### src/rtl/return_addr_stack.sv
`default_nettype none
// ============================================================================
// Module      : return_addr_stack
// Description : Return-address prediction stack. A circular buffer of DEPTH
//               entries with a wrapping top pointer and a saturating count.
//               When full, a push silently recycles the oldest slot.
// Revision    : 1.0 - initial release
// ============================================================================
module return_addr_stack #(
    parameter int DEPTH = 8,
    parameter int AW    = 32
) (
    input  logic          Clk,
    input  logic          Reset_n,
    input  logic          Push,
    input  logic [AW-1:0] PushAddr,
    input  logic          Pop,
    input  logic          Flush,
    output logic [AW-1:0] TopAddr,
    output logic          TopValid,
    output logic          Full,
    output logic          Overflow,
    output logic          Underflow
);

    localparam int              c_PW        = $clog2(DEPTH);
    localparam logic [c_PW:0]   c_DEPTH_CNT = (c_PW + 1)'(DEPTH);
    localparam logic [c_PW-1:0] c_PTR_ZERO  = '0;
    localparam logic [c_PW:0]   c_CNT_ZERO  = '0;

    logic [AW-1:0]   r_entries [DEPTH];
    logic [c_PW-1:0] r_topPtr;
    logic [c_PW:0]   r_count;
    logic            r_overflow;
    logic            r_underflow;

    logic [c_PW-1:0] w_ptrNext;
    logic [c_PW:0]   w_cntNext;
    logic            w_wrEn;
    logic [c_PW-1:0] w_wrIdx;
    logic            w_ovfNext;
    logic            w_unfNext;
    logic            w_empty;
    logic            w_full;

    assign w_empty = (r_count == c_CNT_ZERO);
    assign w_full  = (r_count == c_DEPTH_CNT);

    // Next pointer/count, storage write request and pulse causes; Flush wins.
    always_comb begin
        w_ptrNext = r_topPtr;
        w_cntNext = r_count;
        w_wrEn    = 1'b0;
        w_wrIdx   = r_topPtr;
        w_ovfNext = 1'b0;
        w_unfNext = 1'b0;
        if (Flush) begin
            w_ptrNext = c_PTR_ZERO;
            w_cntNext = c_CNT_ZERO;
        end else if (Push && Pop && !w_empty) begin
            // Return followed by call: replace the top entry in place.
            w_wrEn = 1'b1;
        end else if (Push) begin
            // Also covers Push+Pop on an empty stack (no underflow).
            w_ptrNext = r_topPtr + 1'b1;
            w_wrIdx   = r_topPtr + 1'b1;
            w_wrEn    = 1'b1;
            if (w_full) begin
                w_ovfNext = 1'b1;
            end else begin
                w_cntNext = r_count + 1'b1;
            end
        end else if (Pop) begin
            if (w_empty) begin
                w_unfNext = 1'b1;
            end else begin
                w_ptrNext = r_topPtr - 1'b1;
                w_cntNext = r_count - 1'b1;
            end
        end
    end

    // Pointer, count and status pulses; reset overrides all requests.
    always_ff @(posedge Clk) begin
        if (!Reset_n) begin
            r_topPtr    <= c_PTR_ZERO;
            r_count     <= c_CNT_ZERO;
            r_overflow  <= 1'b0;
            r_underflow <= 1'b0;
        end else begin
            r_topPtr    <= w_ptrNext;
            r_count     <= w_cntNext;
            r_overflow  <= w_ovfNext;
            r_underflow <= w_unfNext;
        end
    end

    // Entry storage: unreset, only the pushed slot is written.
    always_ff @(posedge Clk) begin
        if (Reset_n && w_wrEn) begin
            r_entries[w_wrIdx] <= PushAddr;
        end
    end

    // Stale contents after flush/reset are masked by the empty count.
    assign TopAddr   = w_empty ? '0 : r_entries[r_topPtr];
    assign TopValid  = !w_empty;
    assign Full      = w_full;
    assign Overflow  = r_overflow;
    assign Underflow = r_underflow;

endmodule
`default_nettype wire

### config.mk
export PLATFORM = sky130hd
export DESIGN_NAME = return_addr_stack
export DESIGN_NICKNAME = d
export VERILOG_FILES = /design/src/rtl/return_addr_stack.sv
export SDC_FILE = /design/constraint.sdc
export NUM_CORES = 1
export LEC_CHECK = 0
export BUFFER_PORTS_ARGS = -buffer_cell sky130_fd_sc_hd__buf_2
export CAP_MARGIN = 20
export CELL_PAD_IN_SITES_DETAIL_PLACEMENT = 1
export CELL_PAD_IN_SITES_GLOBAL_PLACEMENT = 1
export CORE_AREA = 10 10 161 163
export CTS_CLUSTER_SIZE = 8
export DETAILED_ROUTE_END_ITERATION = 12
export DIE_AREA = 0 0 171 173
export GPL_ROUTABILITY_DRIVEN = 1
export HOLD_SLACK_MARGIN = 0.08
export PLACE_DENSITY = 0.76
export SLEW_MARGIN = 20
export SYNTH_ARGS = -nofsm -noshare
export SYNTH_HDL_FRONTEND = slang
export SYNTH_SLANG_ARGS = --single-unit
### constraint.sdc
create_clock -name Clk -period 3.7 [get_ports Clk]
set_input_delay 0.555 -clock Clk [delete_from_list [all_inputs] [get_ports Clk]]
set_output_delay 0.555 -clock Clk [all_outputs]
set_load 0.01 [all_outputs]
**Word level (Yosys, flattened, before mapping)**

Memories as Yosys holds them, arrays and structs flattened. A register that Yosys moved wholly into a read port is not among the register bits.
Cells that the tools add are included.
W data, S select, Z words.

- Bits in registers: 9
- Bits in writable memories: 256
- Input port bits: 37
- Output and inout port bits: 36
- Word-level logic and storage cells: 47
- Memories kept: 1

- $add $sub $neg: 4
- Equal/unequal tests: 3
- Muxes and demuxes: 20
- Bitwise logic cells: 4
- Reductions and logical operators: 11

Memories:

| name | depth | bits a word | read ports | clocked after memory_dff | wr ports | line | text |
|---|---|---|---|---|---|---|---|
| r_entries | 8 | 32 | 1 | 1 | 1 | 31 | `logic [AW-1:0] r_entries [DEPTH];` |

Operator list:

| operator | number |
|---|---|
| $mux W32 | 1 |
| $mux W3 | 8 |
| $mux W4 | 4 |
| $mux W1 | 7 |
| $reduce_or A5 Y1 | 1 |
| $add A4 B1 Y4 const B | 1 |
| $eq A4 B4 Y1 const B | 1 |
| $logic_not A4 Y1 | 1 |
| $ne A2 B2 Y1 const B | 2 |
| $not A1 Y1 | 4 |
| $reduce_and A4 Y1 | 1 |
| $reduce_or A4 Y1 | 1 |
| $sub A4 B1 Y4 const B | 1 |
| $add A3 B1 Y3 const B | 1 |
| $logic_and A1 B1 Y1 | 3 |
| $reduce_and A3 Y1 | 1 |
| $sub A3 B1 Y3 const B | 1 |
| $reduce_bool A2 Y1 | 1 |
| $reduce_or A2 Y1 | 1 |
| $logic_not A1 Y1 | 1 |

**Logic depth before layout (Yosys ltp)**

Gate-level depths: netlist of run 1.

- Depth after elaboration: 8
- Depth in mapped cells: 7
- Gate-level depth less buffers: 6

**Worst setup path before layout of run 1**

No wires, ideal clock.

- Path kind: input to register
- Start: input port Push
- End: memory r_entries[1][0], enable pin
- Library setup time: 425 ps
- Arrival time: 3,119 ps
- Path slack: 156 ps
- Stages on the path: 6
- Buffers on the path: 1
- Path through: buf_1 inv_1 ha_1 mux2i_1 or2_1 nor2b_1

- Cells in the longest elaborated chain, start to end: 7
- Elaborated cells on any way between the ends: 11
- Those cells by class: mux (8); reduce/logical (3)

RTL lines:

| element | line | text |
|---|---|---|
| from (decl) | 15 | `input logic Push,` |
| $logic_and A1 B1 Y1 (2 in series) | 60 | `end else if (Push && Pop && !w_empty) begin` |
| $mux W1 | 60 |  |
| $mux W1 | 57 | `if (Flush) begin` |
| $logic_and A1 B1 Y1 | 100 | `if (Reset_n && w_wrEn) begin` |
| $mux W1 | 100 |  |
| $mux W1 (not written as such) | 101 | `r_entries[w_wrIdx] <= PushAddr;` |
| to (decl) | 31 |  |

Several ways; a longest one is shown, not always the timed one.

==> metrics, run 1 <==
register area share after synthesis=0.7554; CTS tree=yes; Post-Synthesis Cell Area=10500 µm²; Remaining DRCs=0; Setup crit end kind=output port; endpoints failing setup=0; synth-to-layout area growth=18.01%; CTS buffer count=39; Hold WC Path Type=in -> reg; Worst-Margin Slew=0.9991 ns; EDFF count, synth=256; layout cell share with drive strength beyond 1=0.3431; Max Clock Skew=0.02113 ns; status=finished clean; min Tclk post-route=3.088 ns; Leakage Power=0.004017 µW; endpoints failing hold=0; Primary FF master, synth=edfxtp_1; CP Data Required Time=3.14 ns; die area=29580 µm²; cell depth of the worst setup path=5; Synth Register Bits=268; hold path cells=1; slowest cell on the critical path=dfxtp_4; final WL=23300 µm; post-DP HPWL=14580 µm; WS Path Type=reg -> out; die height=173 µm; drt pass-1 iters=4; crit-path leading delay family=multiplexers; dpl ws=0.6367 ns; Final period util=0.8345; CTS Buffer Depth=3; Critical Path AT=2.53 ns; fin. max-slew vios=0; CP Cell Sequence=buf_12 > mux4_2 > mux2i_1 > nor2_1 > buf_2; GRT overflow=0; Max-Cap Viols=0; largest net degree at the start of global routing=65; Startpoint Class=flip-flop; Via Count=5204; port bufs=72; initial antenna violation count=2; CP bufs+invs=2; Max-slew headroom=0.3340; pwr dens=559.2 nW/µm²; fill cell count=2001; final net count=649; later-pin clock latency in the skew report=0.51 ns; initial DRC count=375; crit path max fanout=26; Gate Count Post-Synth=499; syn_area_per_cell=21.03 µm²; Unique masters post-synth=40; R2R cell count=5; first-pass GRT wire length=35760 µm; Initial Utilization=0.4650; GP Congestion=0.7589; post-synthesis async set-or-reset flop share=0; vias in the first global route=5879; Core Area=22570 µm²; post-synth net total=543; setup repair bufs after CTS=0; Root Buffer=clkbuf_16; most frequent cells in the layout=edfxtp_1 (256), buf_2 (72), mux4_2 (64); Clk pin slew, worst setup/hold paths=0.05 ns; clock sink count=268; num rows=55; Detail Route Antenna Nets=0; Ant. Diodes=0; Synth warnings=0; Routed WL per cell=25.97 µm; Max VDD drop=0.4477 mV; Max Freq=0.3239 GHz; die outline width=171 µm; hold buffer count at cts=0; H-tree depth=2; RSZ-0062 raised after global routing=false; Worst path max stage delay=0.68 ns; commonest non-fill, non-tap cell in the layout=edfxtp_1; Setup TNS=0 ns; GRT Util Overall=0.1577; number of vias per cell=5.802; number of cells upsized or downsized after cts=0; final setup margin=0.6125 ns; I/O pin count=73
-- worst register-to-register path: cells and delay by family (launching register included) --
family          cells  cell delay (ns)
compound gates      1             0.58
simple gates        2             0.98
buf+inv             1             0.25
flops               1             0.44
mux                 1             0.27
-- final timing paths --
path                            start                         end  slack, ns
max                         flip-flop                 TopAddr[20]       0.61
min                      PushAddr[19]  r_entries[5][19]$_DFFE_PP_       0.33
max reg2reg   r_count[1]$_SDFFE_PP0P_  r_entries[2][30]$_DFFE_PP_       0.86
min reg2reg  r_topPtr[2]$_SDFFE_PP0P_                   flip-flop       0.59
-- routing by layer --
metal  vias to the layer above  share of wire  global-route usage
li1                       2250              -                   -
met1                      2759           0.42              0.2034
met2                       151           0.51              0.2617
met3                        40          0.055             0.03735
met4                         4          0.017             0.03987
met5                         -         0.0011                   0
-- cells by family (layout without fill, tap and decap cells) --
group | after synthesis | count (layout) | synth area share
flip-flops | 268 | 268 | 0.7554
buffers and inverters | 28 | 141 | 0.01228
AO/OA/AOI/OAI | 20 | 20 | 0.01693
AND/OR/NAND/NOR | 72 | 72 | 0.03147
XOR/XNOR | 5 | 5 | 0.004172
adder cells (fa/ha/maj) | 7 | 7 | 0.009060
multiplexers | 99 | 99 | 0.1707
-- cells in the mapped netlist, types with 5 or more instances --
cell type    n  area [µm²]
edfxtp_1   256        7687
mux4_2      64        1441
nor2_1      42       157.7
mux2i_1     35       350.3
clkbuf_1    12       45.04
dfxtp_1     12       240.2
nor3_1       7       35.03
buf_4        6       45.04
ha_1         6       75.07
nand3_1      6       30.03
nand2_1      5       18.77
nor2b_1      5       31.28
-- through the flow --
stage	cells	util	hold WS [ns]	power (µW)	instance area [µm²]
after detailed placement	849	0.5028	0.5840	3950	11350
after global placement	849	0.5028	0.5839	3926	11350
after CTS	897	0.5487	0.3145	6997	12390
after global routing	897	0.5487	0.3350	7181	12390
final	897	0.5487	0.3256	6926	12390
after floorplan	499	-	0.5394	3739	10500
-- where the power goes --
| part | internal [µW] | switching (µW) |
|---|---|---|
| Sequential | 3360 | 52.5 |
| Clock | 1880 | 1160 |
| Combinational | 211 | 259 |
-- sequential cells by signal, indices dropped and copies added, names as in the netlist, named ones only --
name	count
Overflow	1
Underflow	1
r_count	4
r_entries	256
r_topPtr	3
-- area by class of cell --
class                      count  area (µm²)  area share
inverter                       5       18.77    0.001515
multi-input combinational    203        2507      0.2024
sequential                   268        7936      0.6408
timing repair buffer          88       530.5     0.04283
clock inverter                 3       37.54    0.003031
clock buffer                  45       998.5     0.08061
tap                          285       356.6     0.02879
(Power assumes the default switching activity.)
==> inputs of run 2 (changes only) <==
==> constraint.sdc (replaced) <==
create_clock -name Clk -period 2.5 [get_ports Clk]
set_input_delay 0.375 -clock Clk [delete_from_list [all_inputs] [get_ports Clk]]
set_output_delay 0.375 -clock Clk [all_outputs]
set_load 0.01 [all_outputs]
==> metrics, run 2 (synthesis results as in run 1) <==
status=finished clean; port bufs=72 (unchanged); Startpoint Class=flip-flop; Worst path max stage delay=0.51 ns (-0.17 ns); first-pass GRT wire length=36990 µm (+3.5%); Hold WC Path Type=in -> reg; commonest non-fill, non-tap cell in the layout=edfxtp_1; synth-to-layout area growth=22.84%; crit path max fanout=7 (-73%); GP Congestion=0.8150 (+7.4%); clock network fraction of total power=0.441 (+0.002); Ant. Diodes=0 (unchanged); CTS Buffer Depth=3 (unchanged); hold path cells=1 (unchanged); fin. max-slew vios=0 (unchanged); vias in the first global route=6037 (+2.7%); final net count=669 (+3.1%); R2R Setup Slk=0.32 ns (-0.54 ns); overall power=10440 µW (+51%); min Tclk post-route=2.490 ns; hold buffer count at cts=0 (unchanged); fill cell count=1969 (-1.6%); Routed WL per cell=26.53 µm (+2.1%); max FFs per register=256 (unchanged); endpoints failing setup=0 (unchanged); die outline width=171 µm (unchanged); post-DP HPWL=14740 µm (+1.1%); Leakage Power=0.004220 µW (+5.1%); Reg with most FFs=r_entries; Worst-Margin Slew=0.5874 ns (-0.4117 ns); Detail Route Antenna Nets=0 (unchanged); clock sink count=268 (unchanged); Initial Utilization=0.4650 (unchanged); Critical Path AT=2.11 ns (-0.42 ns); H-tree depth=2 (unchanged); RR Startpoint=r_count[1]$_SDFFE_PP0P_; GRT overflow=0 (unchanged); reg2reg end=r_entries[2][12]$_DFFE_PP_; final WL=24350 µm (+4.5%); number of vias per cell=5.804 (about the same); I/O pin count=73 (unchanged); dpl ws=0.3484 ns (-0.2883 ns); P_int=8198 µW (+50%); GRT Util Overall=0.1631 (+0.005451); initial DRC count=395 (+5.3%); Via Count=5328 (+2.4%); largest net degree at the start of global routing=33 (-49%); final setup margin=0.01048 ns (-0.6020 ns); die height=173 µm (unchanged); CP Cell Sequence=buf_6 > clkbuf_16 > mux4_2 > mux2i_1 > nor2_1 > buf_2; placed inst area=11610 µm² (+2.3%); RSZ-0062 raised after global routing=true; Clk pin slew, worst setup/hold paths=0.05 ns (about the same); die area=29580 µm² (unchanged); Setup TNS=0 ns (unchanged); Switching Fraction=0.2147 (+0.001676); Max Clock Skew=0.01437 ns (-0.006756 ns); Flop pwr share=0.481 (-0.012); drt pass-1 iters=5 (+1); Final period util=0.9958; later-pin clock latency in the skew report=0.52 ns (about the same); endpoints failing hold=0 (unchanged); Hold EP=r_entries[2][17]$_DFFE_PP_; area of the multi-input gates=2540 µm² (+1.3%); pwr dens=809.7 nW/µm² (+45%); Remaining DRCs=0 (unchanged); Setup crit end kind=output port; worst min-delay path startpoint=PushAddr[17]; Finished Layout Cells=918 (+2.3%); Core Area=22570 µm² (unchanged); WS Path Type=reg -> out; Max VDD drop=0.8015 mV (+79%); Placed Cells=862 (+1.5%); CTS buffer count=39 (unchanged); CP Data Required Time=2.12 ns (-1.02 ns); Max-Cap Viols=0 (unchanged); Max Freq=0.4017 GHz; num rows=55 (unchanged); Root Buffer=clkbuf_16; Max-slew headroom=0.6084 (+0.2745); Combinational Power Share=0.079 (+0.011); most frequent cells in the layout=edfxtp_1 (256), buf_2 (72), mux4_2 (64); initial antenna violation count=0 (-2); slowest cell on the critical path=mux4_2; layout cell share with drive strength beyond 1=0.3712 (+0.02811); NetSw=2241 µW (+52%); R2R cell count=5 (unchanged); final instance area=12890 µm² (+4.1%); Largest regs=r_entries (256), r_count (4), r_topPtr (3); register area=7936 µm² (unchanged); CTS tree=yes
[run 2: timing repair]
action,4_1_cts,5_1_grt
cloned,2,3
pin swaps,0,3
setup buffers,1,1
hold endpoints to repair,0,0
gates resized for setup,8,8
endpoints found under the setup margin,30,32
[run 2: cell type report]
class / instances / area share
sequential: 268 / 0.6156
multi-input combinational: 203 / 0.1970
clock buffer: 46 / 0.07939
timing repair buffer: 108 / 0.07657
tap: 285 / 0.02766
clock inverter: 3 / 0.002329
inverter: 5 / 0.001456
[run 2: metrics by stage]
stage | hold slack (ns) | util
2_1_floorplan | 0.4739 | -
3_3_place_gp | 0.5900 | 0.5144
3_5_place_dp | 0.6209 | 0.5144
4_1_cts | 0.1190 | 0.5655
5_1_grt | 0.1301 | 0.5712
6_report | 0.1439 | 0.5712
[run 2: worst max-delay path by stage]
stage | end | slack, ns | cells after the start
final | TopAddr[27] | 0.01 | 6
after global routing | TopAddr[27] | -0.09 | 6
after CTS | TopAddr[16] | -0.09 | 5
after detailed placement | r_entries[2][9]$_DFFE_PP_ | 0.35 | 6
after global placement | r_entries[2][11]$_DFFE_PP_ | 0.38 | 6
after floorplan | r_entries[0][0]$_DFFE_PP_ | -0.30 | 6
[run 2: layer usage]
| layer | routed length (µm) | up-vias | GRT usage |
|---|---|---|---|
| li1 | - | 2299 | - |
| met1 | 9904 | 2834 | 0.2071 |
| met2 | 12780 | 163 | 0.2767 |
| met3 | 1337 | 32 | 0.03667 |
| met4 | 330 | 0 | 0.03914 |
| met5 | 0 | - | 0 |
[run 2: critical path, delay by kind of cell, from the launching register on]
kind	cells	cell delay, ns
DFF	1	0.42
muxes	2	0.66
and+or+nand+nor	1	0.07
buffers and inverters	3	0.46
[run 2: power groups by stage]
stage	Clock [µW]	Combinational, µW	Sequential [µW]
global route	4910	895	5020
CTS	4690	800	5020
floorplan	0	458	5080
detailed placement	0	768	5100
global placement	0	738	5090
finish	4600	821	5020
